$ cat config.mk
export PLATFORM = sky130hd
export DESIGN_NAME = vertex_feeder_flat
export DESIGN_NICKNAME = d
export VERILOG_FILES = /design/src/rtl/vertex_feeder_pkg.sv /design/src/rtl/vertex_feeder_if.sv /design/src/rtl/vertex_feeder_bram_read_pipe.sv /design/src/rtl/vertex_feeder.sv /design/src/flat_wrapper.sv
export SDC_FILE = /design/constraint.sdc
export NUM_CORES = 1
export LEC_CHECK = 0
export ABC_AREA = 1
export ABC_CLOCK_PERIOD_IN_PS = 7000
export CAP_MARGIN = 10
export CORE_MARGIN = 2
export CORE_UTILIZATION = 42
export DETAILED_ROUTE_END_ITERATION = 6
export HOLD_SLACK_MARGIN = 0.03
export PLACE_DENSITY = 0.77
export SETUP_SLACK_MARGIN = 0.1
export SLEW_MARGIN = 30
export SYNTH_ARGS = -nofsm -noshare
export SYNTH_HDL_FRONTEND = slang
export SYNTH_HIERARCHICAL = 1
export SYNTH_SLANG_ARGS = --single-unit
$ cat constraint.sdc
create_clock -name clk_in -period 7 [get_ports clk_in]
set_input_delay 0.7 -clock clk_in [delete_from_list [all_inputs] [get_ports clk_in]]
set_output_delay 0.7 -clock clk_in [all_outputs]
set_load 0.02 [all_outputs]
$ cat src/rtl/vertex_feeder_pkg.sv
// Shared types for the vertex feeder and the distance unit it drives:
// coordinate/distance words, feeder FSM states and address-width helper.
package vertex_feeder_pkg;

    localparam int COORD_W = 32;
    localparam int DIST_W  = 32;

    typedef logic [COORD_W-1:0] coord_t;
    typedef logic [DIST_W-1:0]  dist_t;

    localparam dist_t DIST_MAX = '1;

    typedef enum logic [2:0] {
        IDLE,
        FETCH,
        WAIT,
        UPDATE,
        DONE
    } feeder_state_e;

    // Width of an index over n entries; never narrower than one bit.
    function automatic int addr_w(input int n);
        return (n > 1) ? $clog2(n) : 1;
    endfunction

endpackage

$ cat src/rtl/vertex_feeder_if.sv
// Coordinate BRAM read port plus the feeder <-> distance unit handshake.
interface vertex_feeder_if #(
    parameter int DIM          = 2,
    parameter int NUM_VERTICES = 64
);
    import vertex_feeder_pkg::*;

    localparam int ADDR_W = addr_w(NUM_VERTICES * DIM);

    logic [ADDR_W-1:0]           bram_addr_out;
    coord_t                      bram_data_in;
    logic [DIM-1:0][COORD_W-1:0] vertex_pos_out;
    logic [DIM-1:0][COORD_W-1:0] query_pos_out;
    logic [DIM-1:0]              data_valid_out;
    dist_t                       distance_sq_in;
    logic                        distance_valid_in;

    modport master (
        output bram_addr_out,
        output vertex_pos_out,
        output query_pos_out,
        output data_valid_out,
        input  bram_data_in,
        input  distance_sq_in,
        input  distance_valid_in
    );

    modport slave (
        input  bram_addr_out,
        input  vertex_pos_out,
        input  query_pos_out,
        input  data_valid_out,
        output bram_data_in,
        output distance_sq_in,
        output distance_valid_in
    );

endinterface

$ cat src/rtl/vertex_feeder_bram_read_pipe.sv
// Tracks outstanding BRAM reads: a valid bit and dimension tag delayed by the
// BRAM latency so read data can be steered to the right coordinate slot.
module bram_read_pipe #(
    parameter int BRAM_LATENCY = 2,
    parameter int TAG_W        = 1
) (
    input  logic             clk_in,
    input  logic             rst_in,
    input  logic             issue_vld,
    input  logic [TAG_W-1:0] issue_tag,
    output logic             cap_vld,
    output logic [TAG_W-1:0] cap_tag
);

    logic [BRAM_LATENCY-1:0]            vld_p;
    logic [BRAM_LATENCY-1:0][TAG_W-1:0] tag_p;

    always_ff @(posedge clk_in or posedge rst_in) begin
        if (rst_in) begin
            vld_p <= '0;
        end else begin
            vld_p[0] <= issue_vld;
            for (int i = 1; i < BRAM_LATENCY; i++) begin
                vld_p[i] <= vld_p[i-1];
            end
        end
    end

    // Tags are only meaningful alongside a set valid bit.
    always_ff @(posedge clk_in) begin
        tag_p[0] <= issue_tag;
        for (int i = 1; i < BRAM_LATENCY; i++) begin
            tag_p[i] <= tag_p[i-1];
        end
    end

    assign cap_vld = vld_p[BRAM_LATENCY-1];
    assign cap_tag = tag_p[BRAM_LATENCY-1];

endmodule

$ cat src/rtl/vertex_feeder.sv
// Scans every stored vertex, feeds it with the latched query to an external
// squared-distance unit, and keeps the nearest vertex id and its distance.
module vertex_feeder
    import vertex_feeder_pkg::*;
#(
    parameter int DIM          = 2,
    parameter int NUM_VERTICES = 64,
    parameter int BRAM_LATENCY = 2,
    parameter int TIMEOUT      = 255
) (
    input  logic                           clk_in,
    input  logic                           rst_in,
    input  logic                           start_in,
    input  logic [DIM-1:0][COORD_W-1:0]    query_pos_in,
    vertex_feeder_if.master                vf_bus,
    output logic [addr_w(NUM_VERTICES)-1:0] best_id_out,
    output dist_t                          best_dist_out,
    output logic                           busy_out,
    output logic                           done_out,
    output logic                           timeout_out
);

    localparam int ID_W   = addr_w(NUM_VERTICES);
    localparam int ADDR_W = addr_w(NUM_VERTICES * DIM);
    localparam int TAG_W  = addr_w(DIM);
    localparam int ISS_W  = $clog2(DIM + 1);
    localparam int WCNT_W = $clog2(TIMEOUT + 1);

    localparam logic [ID_W-1:0]   LAST_ID   = ID_W'(NUM_VERTICES - 1);
    localparam logic [ADDR_W-1:0] DIM_A     = ADDR_W'(DIM);
    localparam logic [ISS_W-1:0]  DIM_I     = ISS_W'(DIM);
    localparam logic [TAG_W-1:0]  LAST_TAG  = TAG_W'(DIM - 1);
    localparam logic [WCNT_W-1:0] WAIT_LAST = WCNT_W'(TIMEOUT - 1);

    feeder_state_e     state, state_nxt;
    logic [ID_W-1:0]   vtx_cnt;
    logic [ISS_W-1:0]  iss_cnt;
    logic [WCNT_W-1:0] wait_cnt;
    dist_t             dist_q;

    logic              issue_vld;
    logic [TAG_W-1:0]  issue_tag;
    logic              cap_vld;
    logic [TAG_W-1:0]  cap_tag;
    logic              last_cap;
    logic              dist_hit;
    logic              wait_expired;

    assign issue_vld    = (state == FETCH) && (iss_cnt < DIM_I);
    assign issue_tag    = TAG_W'(iss_cnt);
    assign last_cap     = cap_vld && (cap_tag == LAST_TAG);
    assign dist_hit     = (state == WAIT) && vf_bus.distance_valid_in;
    assign wait_expired = (state == WAIT) && !vf_bus.distance_valid_in &&
                          (wait_cnt == WAIT_LAST);

    // Coordinate d of vertex v lives at v*DIM + d.
    assign vf_bus.bram_addr_out = ADDR_W'(vtx_cnt) * DIM_A + ADDR_W'(iss_cnt);

    bram_read_pipe #(
        .BRAM_LATENCY (BRAM_LATENCY),
        .TAG_W        (TAG_W)
    ) u_read_pipe (
        .clk_in    (clk_in),
        .rst_in    (rst_in),
        .issue_vld (issue_vld),
        .issue_tag (issue_tag),
        .cap_vld   (cap_vld),
        .cap_tag   (cap_tag)
    );

    always_ff @(posedge clk_in or posedge rst_in) begin
        if (rst_in) begin
            state <= IDLE;
        end else begin
            state <= state_nxt;
        end
    end

    always_comb begin
        state_nxt             = state;
        busy_out              = 1'b1;
        done_out              = 1'b0;
        vf_bus.data_valid_out = '0;
        unique case (state)
            IDLE: begin
                busy_out = 1'b0;
                if (start_in) state_nxt = FETCH;
            end
            FETCH: begin
                if (last_cap) state_nxt = WAIT;
            end
            WAIT: begin
                vf_bus.data_valid_out = '1;
                if (dist_hit)          state_nxt = UPDATE;
                else if (wait_expired) state_nxt = DONE;
            end
            UPDATE: begin
                state_nxt = (vtx_cnt == LAST_ID) ? DONE : FETCH;
            end
            DONE: begin
                done_out  = 1'b1;
                state_nxt = IDLE;
            end
            default: state_nxt = IDLE;
        endcase
    end

    always_ff @(posedge clk_in or posedge rst_in) begin
        if (rst_in) begin
            vtx_cnt               <= '0;
            iss_cnt               <= '0;
            wait_cnt              <= '0;
            dist_q                <= '0;
            best_id_out           <= '0;
            best_dist_out         <= '0;
            timeout_out           <= 1'b0;
            vf_bus.query_pos_out  <= '0;
            vf_bus.vertex_pos_out <= '0;
        end else begin
            unique case (state)
                IDLE: begin
                    if (start_in) begin
                        vf_bus.query_pos_out <= query_pos_in;
                        vtx_cnt              <= '0;
                        iss_cnt              <= '0;
                        best_dist_out        <= DIST_MAX;
                        best_id_out          <= '0;
                        timeout_out          <= 1'b0;
                    end
                end
                FETCH: begin
                    wait_cnt <= '0;
                    if (issue_vld) iss_cnt <= iss_cnt + ISS_W'(1);
                end
                WAIT: begin
                    if (dist_hit) begin
                        dist_q <= vf_bus.distance_sq_in;
                    end else if (wait_expired) begin
                        timeout_out <= 1'b1;
                    end else begin
                        wait_cnt <= wait_cnt + WCNT_W'(1);
                    end
                end
                UPDATE: begin
                    // Strict compare: an equal later vertex never displaces the lower id.
                    if (dist_q < best_dist_out) begin
                        best_dist_out <= dist_q;
                        best_id_out   <= vtx_cnt;
                    end
                    if (vtx_cnt != LAST_ID) vtx_cnt <= vtx_cnt + ID_W'(1);
                    iss_cnt <= '0;
                end
                default: ;
            endcase

            if (cap_vld) vf_bus.vertex_pos_out[cap_tag] <= vf_bus.bram_data_in;
        end
    end

endmodule
$ cat src/flat_wrapper.sv
// flat-port wrapper written by rule: the top's interface ports become plain ports
module vertex_feeder_flat import vertex_feeder_pkg::*;
#(
    parameter int DIM          = 2,
    parameter int NUM_VERTICES = 64,
    parameter int BRAM_LATENCY = 2,
    parameter int TIMEOUT      = 255
)
  (clk_in, rst_in, start_in, query_pos_in, best_id_out, best_dist_out, busy_out, done_out, timeout_out, vf_bus_bram_addr_out, vf_bus_vertex_pos_out, vf_bus_query_pos_out, vf_bus_data_valid_out, vf_bus_bram_data_in, vf_bus_distance_sq_in, vf_bus_distance_valid_in);
  vertex_feeder_if #(.DIM(DIM), .NUM_VERTICES(NUM_VERTICES)) vf_bus_i ();
  input  logic clk_in;
  input  logic rst_in;
  input  logic start_in;
  input  logic [DIM-1:0][COORD_W-1:0] query_pos_in;
  output logic [addr_w(NUM_VERTICES)-1:0] best_id_out;
  output dist_t best_dist_out;
  output logic busy_out;
  output logic done_out;
  output logic timeout_out;
  output wire logic [$bits(vf_bus_i.bram_addr_out)-1:0] vf_bus_bram_addr_out;
  output wire logic [$bits(vf_bus_i.vertex_pos_out)-1:0] vf_bus_vertex_pos_out;
  output wire logic [$bits(vf_bus_i.query_pos_out)-1:0] vf_bus_query_pos_out;
  output wire logic [$bits(vf_bus_i.data_valid_out)-1:0] vf_bus_data_valid_out;
  input wire logic [$bits(vf_bus_i.bram_data_in)-1:0] vf_bus_bram_data_in;
  input wire logic [$bits(vf_bus_i.distance_sq_in)-1:0] vf_bus_distance_sq_in;
  input wire logic [$bits(vf_bus_i.distance_valid_in)-1:0] vf_bus_distance_valid_in;
  assign vf_bus_bram_addr_out = vf_bus_i.bram_addr_out;
  assign vf_bus_vertex_pos_out = vf_bus_i.vertex_pos_out;
  assign vf_bus_query_pos_out = vf_bus_i.query_pos_out;
  assign vf_bus_data_valid_out = vf_bus_i.data_valid_out;
  assign vf_bus_i.bram_data_in = vf_bus_bram_data_in;
  assign vf_bus_i.distance_sq_in = vf_bus_distance_sq_in;
  assign vf_bus_i.distance_valid_in = vf_bus_distance_valid_in;
  vertex_feeder #(.DIM(DIM), .NUM_VERTICES(NUM_VERTICES), .BRAM_LATENCY(BRAM_LATENCY), .TIMEOUT(TIMEOUT)) u_core (.clk_in(clk_in), .rst_in(rst_in), .start_in(start_in), .query_pos_in(query_pos_in), .vf_bus(vf_bus_i), .best_id_out(best_id_out), .best_dist_out(best_dist_out), .busy_out(busy_out), .done_out(done_out), .timeout_out(timeout_out));
endmodule
Word level (Yosys, flattened, before mapping) --
Cells that the tools add are included.
Storage, ports and cells: register bits after elaboration 222, input port bits 132, output and inout bits 178, logic and storage cells 89
Cells by class: add/subtract/negate cells 4, order comparisons 4, equal/unequal tests 16, mux-type cells 30, reductions and logical operators 20
Operators by type and width (number):
- $mux 32 | 3
- $bwmux 64 | 1
- $pmux 32 s2 | 1
- $demux 32 s1 | 1
- $lt 32x32->1 | 1
- $pmux 6 s2 | 2
- $mux 6 | 3
- $mux 8 | 2
- $pmux 8 s2 | 1
- $mux 3 | 5
- $reduce_and 3->1 | 5
- $pmux 3 s4 | 1
- $add 8x1->8 const B | 1
- $eq 8x8->1 const B | 1
- $ne 2x1->1 const B | 4
- $ne 2x2->1 const B | 4
- $add 7x2->7 | 1
- $add 6x1->6 const B | 1
- $eq 3x2->1 const B | 2
- $eq 6x6->1 const B | 1
- $logic_and 1x1->1 | 6
- $mux 2 | 3
- $ne 6x6->1 const B | 1
- $pmux 2 s3 | 1
- other kinds (15) | 22

Longest topological paths before layout --
word-level depth 6, depth in mapped cells 16, gate-level depth less buffers 15

By module --
The synthesis kept the hierarchy.
By module, submodules not included:
- vertex_feeder | times used 1, cells an instance 1128, area each 9575.4 um^2, sequential area each 5455.2 um^2
- bram_read_pipe | times used 1, cells an instance 5, area each 93.8 um^2, sequential area each 90.1 um^2

Worst setup path before layout --
No wires, ideal clock.
kind flip-flop to flip-flop, from register u_core.best_dist_out[29], to register u_core.best_dist_out[0], library setup time 0.117 ns, arrival 1.824 ns, required time 6.883 ns, path slack 5.059 ns, cell stages (with the launch flop) 13, path buffers 2, period minus slack after synthesis 1.941 ns, path through dfrtp_1 inv_1 ha_1 a21oi_1 nor2_1 o21ai_0 nand3_1 nor2_2 nand2_1 buf_6 buf_6 nand3_1 nand2_1
On the way: longest elaborated chain between the ends 3
Ends and longest elaborated chain:
- start, declared | RTL line vertex_feeder.sv:17 | output dist_t best_dist_out,
- start signal, assigned | RTL line vertex_feeder.sv:147 | best_dist_out <= dist_q;
- $lt 32x32->1 | RTL line vertex_feeder.sv:146 | if (dist_q < best_dist_out) begin
- $ne 2x1->1 (no source line)
- $reduce_and 3->1 (no source line)
Every way passes these cells. A chain may end at the register's enable or synchronous reset.

Final worst setup path --
from register u_core.vtx_cnt[0], to output vf_bus_bram_addr_out[5]
On the way: longest elaborated chain between the ends 1
Ends and longest elaborated chain:
- start, declared | RTL line vertex_feeder.sv:36 | logic [ID_W-1:0] vtx_cnt;
- start signal, assigned | RTL line vertex_feeder.sv:150 | if (vtx_cnt != LAST_ID) vtx_cnt <= vtx_cnt + ID_W'(1);
- $add 7x2->7 | RTL line vertex_feeder.sv:57 | assign vf_bus.bram_addr_out = ADDR_W'(vtx_cnt) * DIM_A + ADDR_W'(iss_cnt);
- end, declared | RTL line flat_wrapper.sv:20 | output wire logic [$bits(vf_bus_i.bram_addr_out)-1:0] vf_bus_bram_addr_out;
Every way passes these cells.

==> out/metrics.yaml <==
outcome:
  outcome: "complete, no violations"
timing:
  timing.final.hold_violations: 0
  grt_setup_unrepaired: "no"
  fin_skew_ps: 8.04
  timing.final.max_slew_violations: 0
  period_minus_slack_ps: 2980
  worst-slew-pin-transition_ps: 928
  setup-violations-final: 0
  fmax_mhz: 335
  timing.max_slew.rel_slack_pct: 38.0
  layout_worst_path_cycle_share_pct: 42.6
  totalNegativeSetupSlack_ps: 0
drt:
  vias: 8357
  drcViolationCount: 0
  detail_route.vias_per_cell: 4.85
  drt-pass1-iter-count: 5
  antenna_violating_nets_post_route: 0
  drt-total-wl_um: 25900
  wl_per_cell_um: 15.0
  drt_first_iter_violations: 534
floorplan:
  rows: 55
  die_h_um: 156
  io-pin-count: 310
  initial_utilization_pct: 42.7
  fp.coreArea_um2: 22600
  floorplan.die.width_um: 156
  die_area_um2: 24300
synthesis:
  synth_cells: 1133
  synth.cell_area_um2: 9670
  synth_seq_area_share_pct: 57.3
  synth_cell_types: 28
  syn_area_per_cell_um2: 8.53
  synth-seq-cells: 222
  synth_warnings: 6
  syn-num-nets: 1301
power_and_ir_drop:
  p_leak_nw: 6.81
  power_per_cell_area_nw_per_um2: 495
  ir_drop_mv: 0.267
worst_setup_path:
  startpoint_type: "flip-flop"
  critical_path_cell_count: 5
  critical_path.cell_chain: "ha_1 -> ha_1 -> nand2_1 -> xor2_1 -> clkdlybuf4s50_1"
  setup.reg_to_reg.worst_slack_ps: 4290
  timing.critical_path.slowest_cell_delay_ps: 630
  critical_path_buf_inv_count: 1
  slowest_stage: "sky130_fd_sc_hd__clkdlybuf4s50_1"
  critical_path.top_delay_family: "buffers and inverters"
  r2r.worst_path.cells: 11
  cp_data_required_time_ps: 6300
  worstPathMaxFanout: 3
  timing.rr.start: "u_core/state[2]"
  most_common_cell_on_crit_path: "sky130_fd_sc_hd__ha_1"
  worstSetupEndpointType: "primary output"
  worst_setup_path_endpoint: "vf_bus_bram_addr_out[5]"
  timing_worst_setup_path_type: "reg2out"
  cp-startpoint: "u_core/vtx_cnt[0]"
  r2r_end: "u_core/best_dist_out[13]"
  critPathArrivalTime_ps: 2280
clocking:
  h-tree-depth: 1
  clk_root_buffer_cell: "sky130_fd_sc_hd__clkbuf_16"
  cts_buffer_depth: 3
  worst_skew_pair.late_latency_ps: 510
  cts_buffers: 24
  cts.clk_slew.worst_paths_ps: 60
  cts.repair_timing.setup_buffer_count: 0
  cts_repair_resize_count: 0
  cts_tree: "yes"
  postCtsHoldBufs: 0
  clock-sinks: 222
global_route:
  grt_pass1_vias: 8355
  grt_first_pass_wirelength_um: 41500
  grt_start_max_net_pins: 133
  global_route.usage.total_pct: 21.1
  total_congestion_overflow_after_global_routing: 0
  grt_antenna_before_repair: 1
finish:
  final_nets: 1590
  layout_commonest_cell: "sky130_fd_sc_hd__nand2_1"
  n_antenna_cell: 0
  layout-drive-gt1-share_pct: 3.96
  most-common-layout-cells: "sky130_fd_sc_hd__nand2_1, sky130_fd_sc_hd__clkdlybuf4s50_1, sky130_fd_sc_hd__dfrtp_1, sky130_fd_sc_hd__inv_1, sky130_fd_sc_hd__o21ai_0"
  utilization_pct: 60.7
  layout-area-overhead-vs-synth_pct: 42.1
min_path:
  worstHoldPathType: "reg2reg"
place:
  routability_congestion_estimate: 0.830
  post-dp-hpwl_um: 17900
  io_buf_count: 309
run:
  drv.max_cap_violation_count: 0
kinds of logic (layout without fill, tap and decap cells):
| family | count (synthesis) | count (layout) | share of synthesized area [%] |
|---|---|---|---|
| adder cells (fa/ha/maj) | 36 | 36 | 4.66 |
| AND/OR/NAND/NOR | 550 | 550 | 22.5 |
| AO/OA/AOI/OAI | 141 | 141 | 7.41 |
| buffers and inverters | 179 | 484 | 7.61 |
| XOR/XNOR | 5 | 5 | 0.453 |
| flip-flops | 222 | 222 | 57.3 |
through the flow:
stage                     area, um2  std cells  hold WS (ps)  power [mW]  setup WS (ps)
after global placement        12900       1681           310        5.43           3900
after detailed placement      12900       1681           314        5.53           3920
after global routing          13700       1723           338        7.29           3940
final                         13700       1723           325        6.80           4020
after CTS                     13700       1723           328        6.87           3980
after floorplan                9670       1133           310        4.07            336
where the power goes:
| group | internal, mW | total (mW) | switching [mW] |
|---|---|---|---|
| Sequential | 1.88 | 2.26 | 0.382 |
| Clock | 0.786 | 1.28 | 0.496 |
| Combinational | 1.39 | 3.25 | 1.87 |
final cells by class:
type | count | area (um2)
inverters | 130 | 504
repair buffers | 312 | 3120
well taps | 285 | 357
flip-flops and latches | 222 | 5550
multi-input cells | 732 | 3410
clock inverters | 7 | 87.6
clock buffers | 35 | 723
fillers | 1912 | 8900
registers in the layout, summed over array words and instances, names as in the netlist:
signal and flops:
u_core/vf_bus.query_pos_out 64, u_core/vf_bus.vertex_pos_out 64, u_core/best_dist_out 32, u_core/dist_q 32, u_core/wait_cnt 8, u_core/best_id_out 6, u_core/vtx_cnt 6, u_core/state 3
u_core/iss_cnt 2, u_core/u_read_pipe/vld_p 2, u_core/timeout_out 1, u_core/u_read_pipe/cap_tag 1, u_core/u_read_pipe/tag_p 1
synthesized netlist by cell type, drive strengths merged:
master  count  share of area, %
o21bai      1             0.078
nor2       32               1.4
nand2     456                18
xor2        5              0.45
nor3b       1             0.078
clkbuf     25              0.97
nor3        8              0.41
a21oi      27               1.4
o21ai     110               5.7
dfrtp     220                57
dfxtp       2              0.41
nand4       2              0.13
nand3      49               2.5
buf        24               1.6
a22o        1             0.091
or2         2              0.13
o211ai      1             0.078
inv       130               5.0
ha         36               4.7
o21a        1             0.078
worst min path at each step:
stage | from | to | slack [ps] | depth (start not counted)
2_1_floorplan | u_core/u_read_pipe/tag_p[0] | u_core/u_read_pipe/cap_tag | 310 | 0
5_1_grt | u_core/u_read_pipe/tag_p[0] | u_core/u_read_pipe/cap_tag | 340 | 0
4_1_cts | u_core/u_read_pipe/tag_p[0] | u_core/u_read_pipe/cap_tag | 330 | 0
3_3_place_gp | u_core/u_read_pipe/tag_p[0] | u_core/u_read_pipe/cap_tag | 310 | 0
3_5_place_dp | u_core/u_read_pipe/tag_p[0] | u_core/u_read_pipe/cap_tag | 310 | 0
6_report | u_core/u_read_pipe/tag_p[0] | u_core/u_read_pipe/cap_tag | 320 | 0
worst reg2reg max path, stage by stage, from the launching register on:
cell and delay, ps:
sky130_fd_sc_hd__dfrtp_1 370, sky130_fd_sc_hd__inv_1 70, sky130_fd_sc_hd__nand2_1 90, sky130_fd_sc_hd__nor2_4 720, sky130_fd_sc_hd__inv_2 240, sky130_fd_sc_hd__nor2_2 130, sky130_fd_sc_hd__nand3_1 100, sky130_fd_sc_hd__nor2_2 200
sky130_fd_sc_hd__nand2_1 140, sky130_fd_sc_hd__nand2_4 360, sky130_fd_sc_hd__nand2_1 140, sky130_fd_sc_hd__nand2_1 100
layer usage:
metal | global-route usage (%) | share of wire [%] | up-vias | routed length [um]
met5 | 0 | 0 | - | 0
met4 | 7.65 | 3.9 | 0 | 1010
met3 | 4.72 | 6.9 | 59 | 1800
met2 | 35.8 | 48 | 298 | 12500
met1 | 26.5 | 41 | 3914 | 10500
li1 | - | - | 4086 | -
Note: power is estimated with default switching activity, not from simulation.
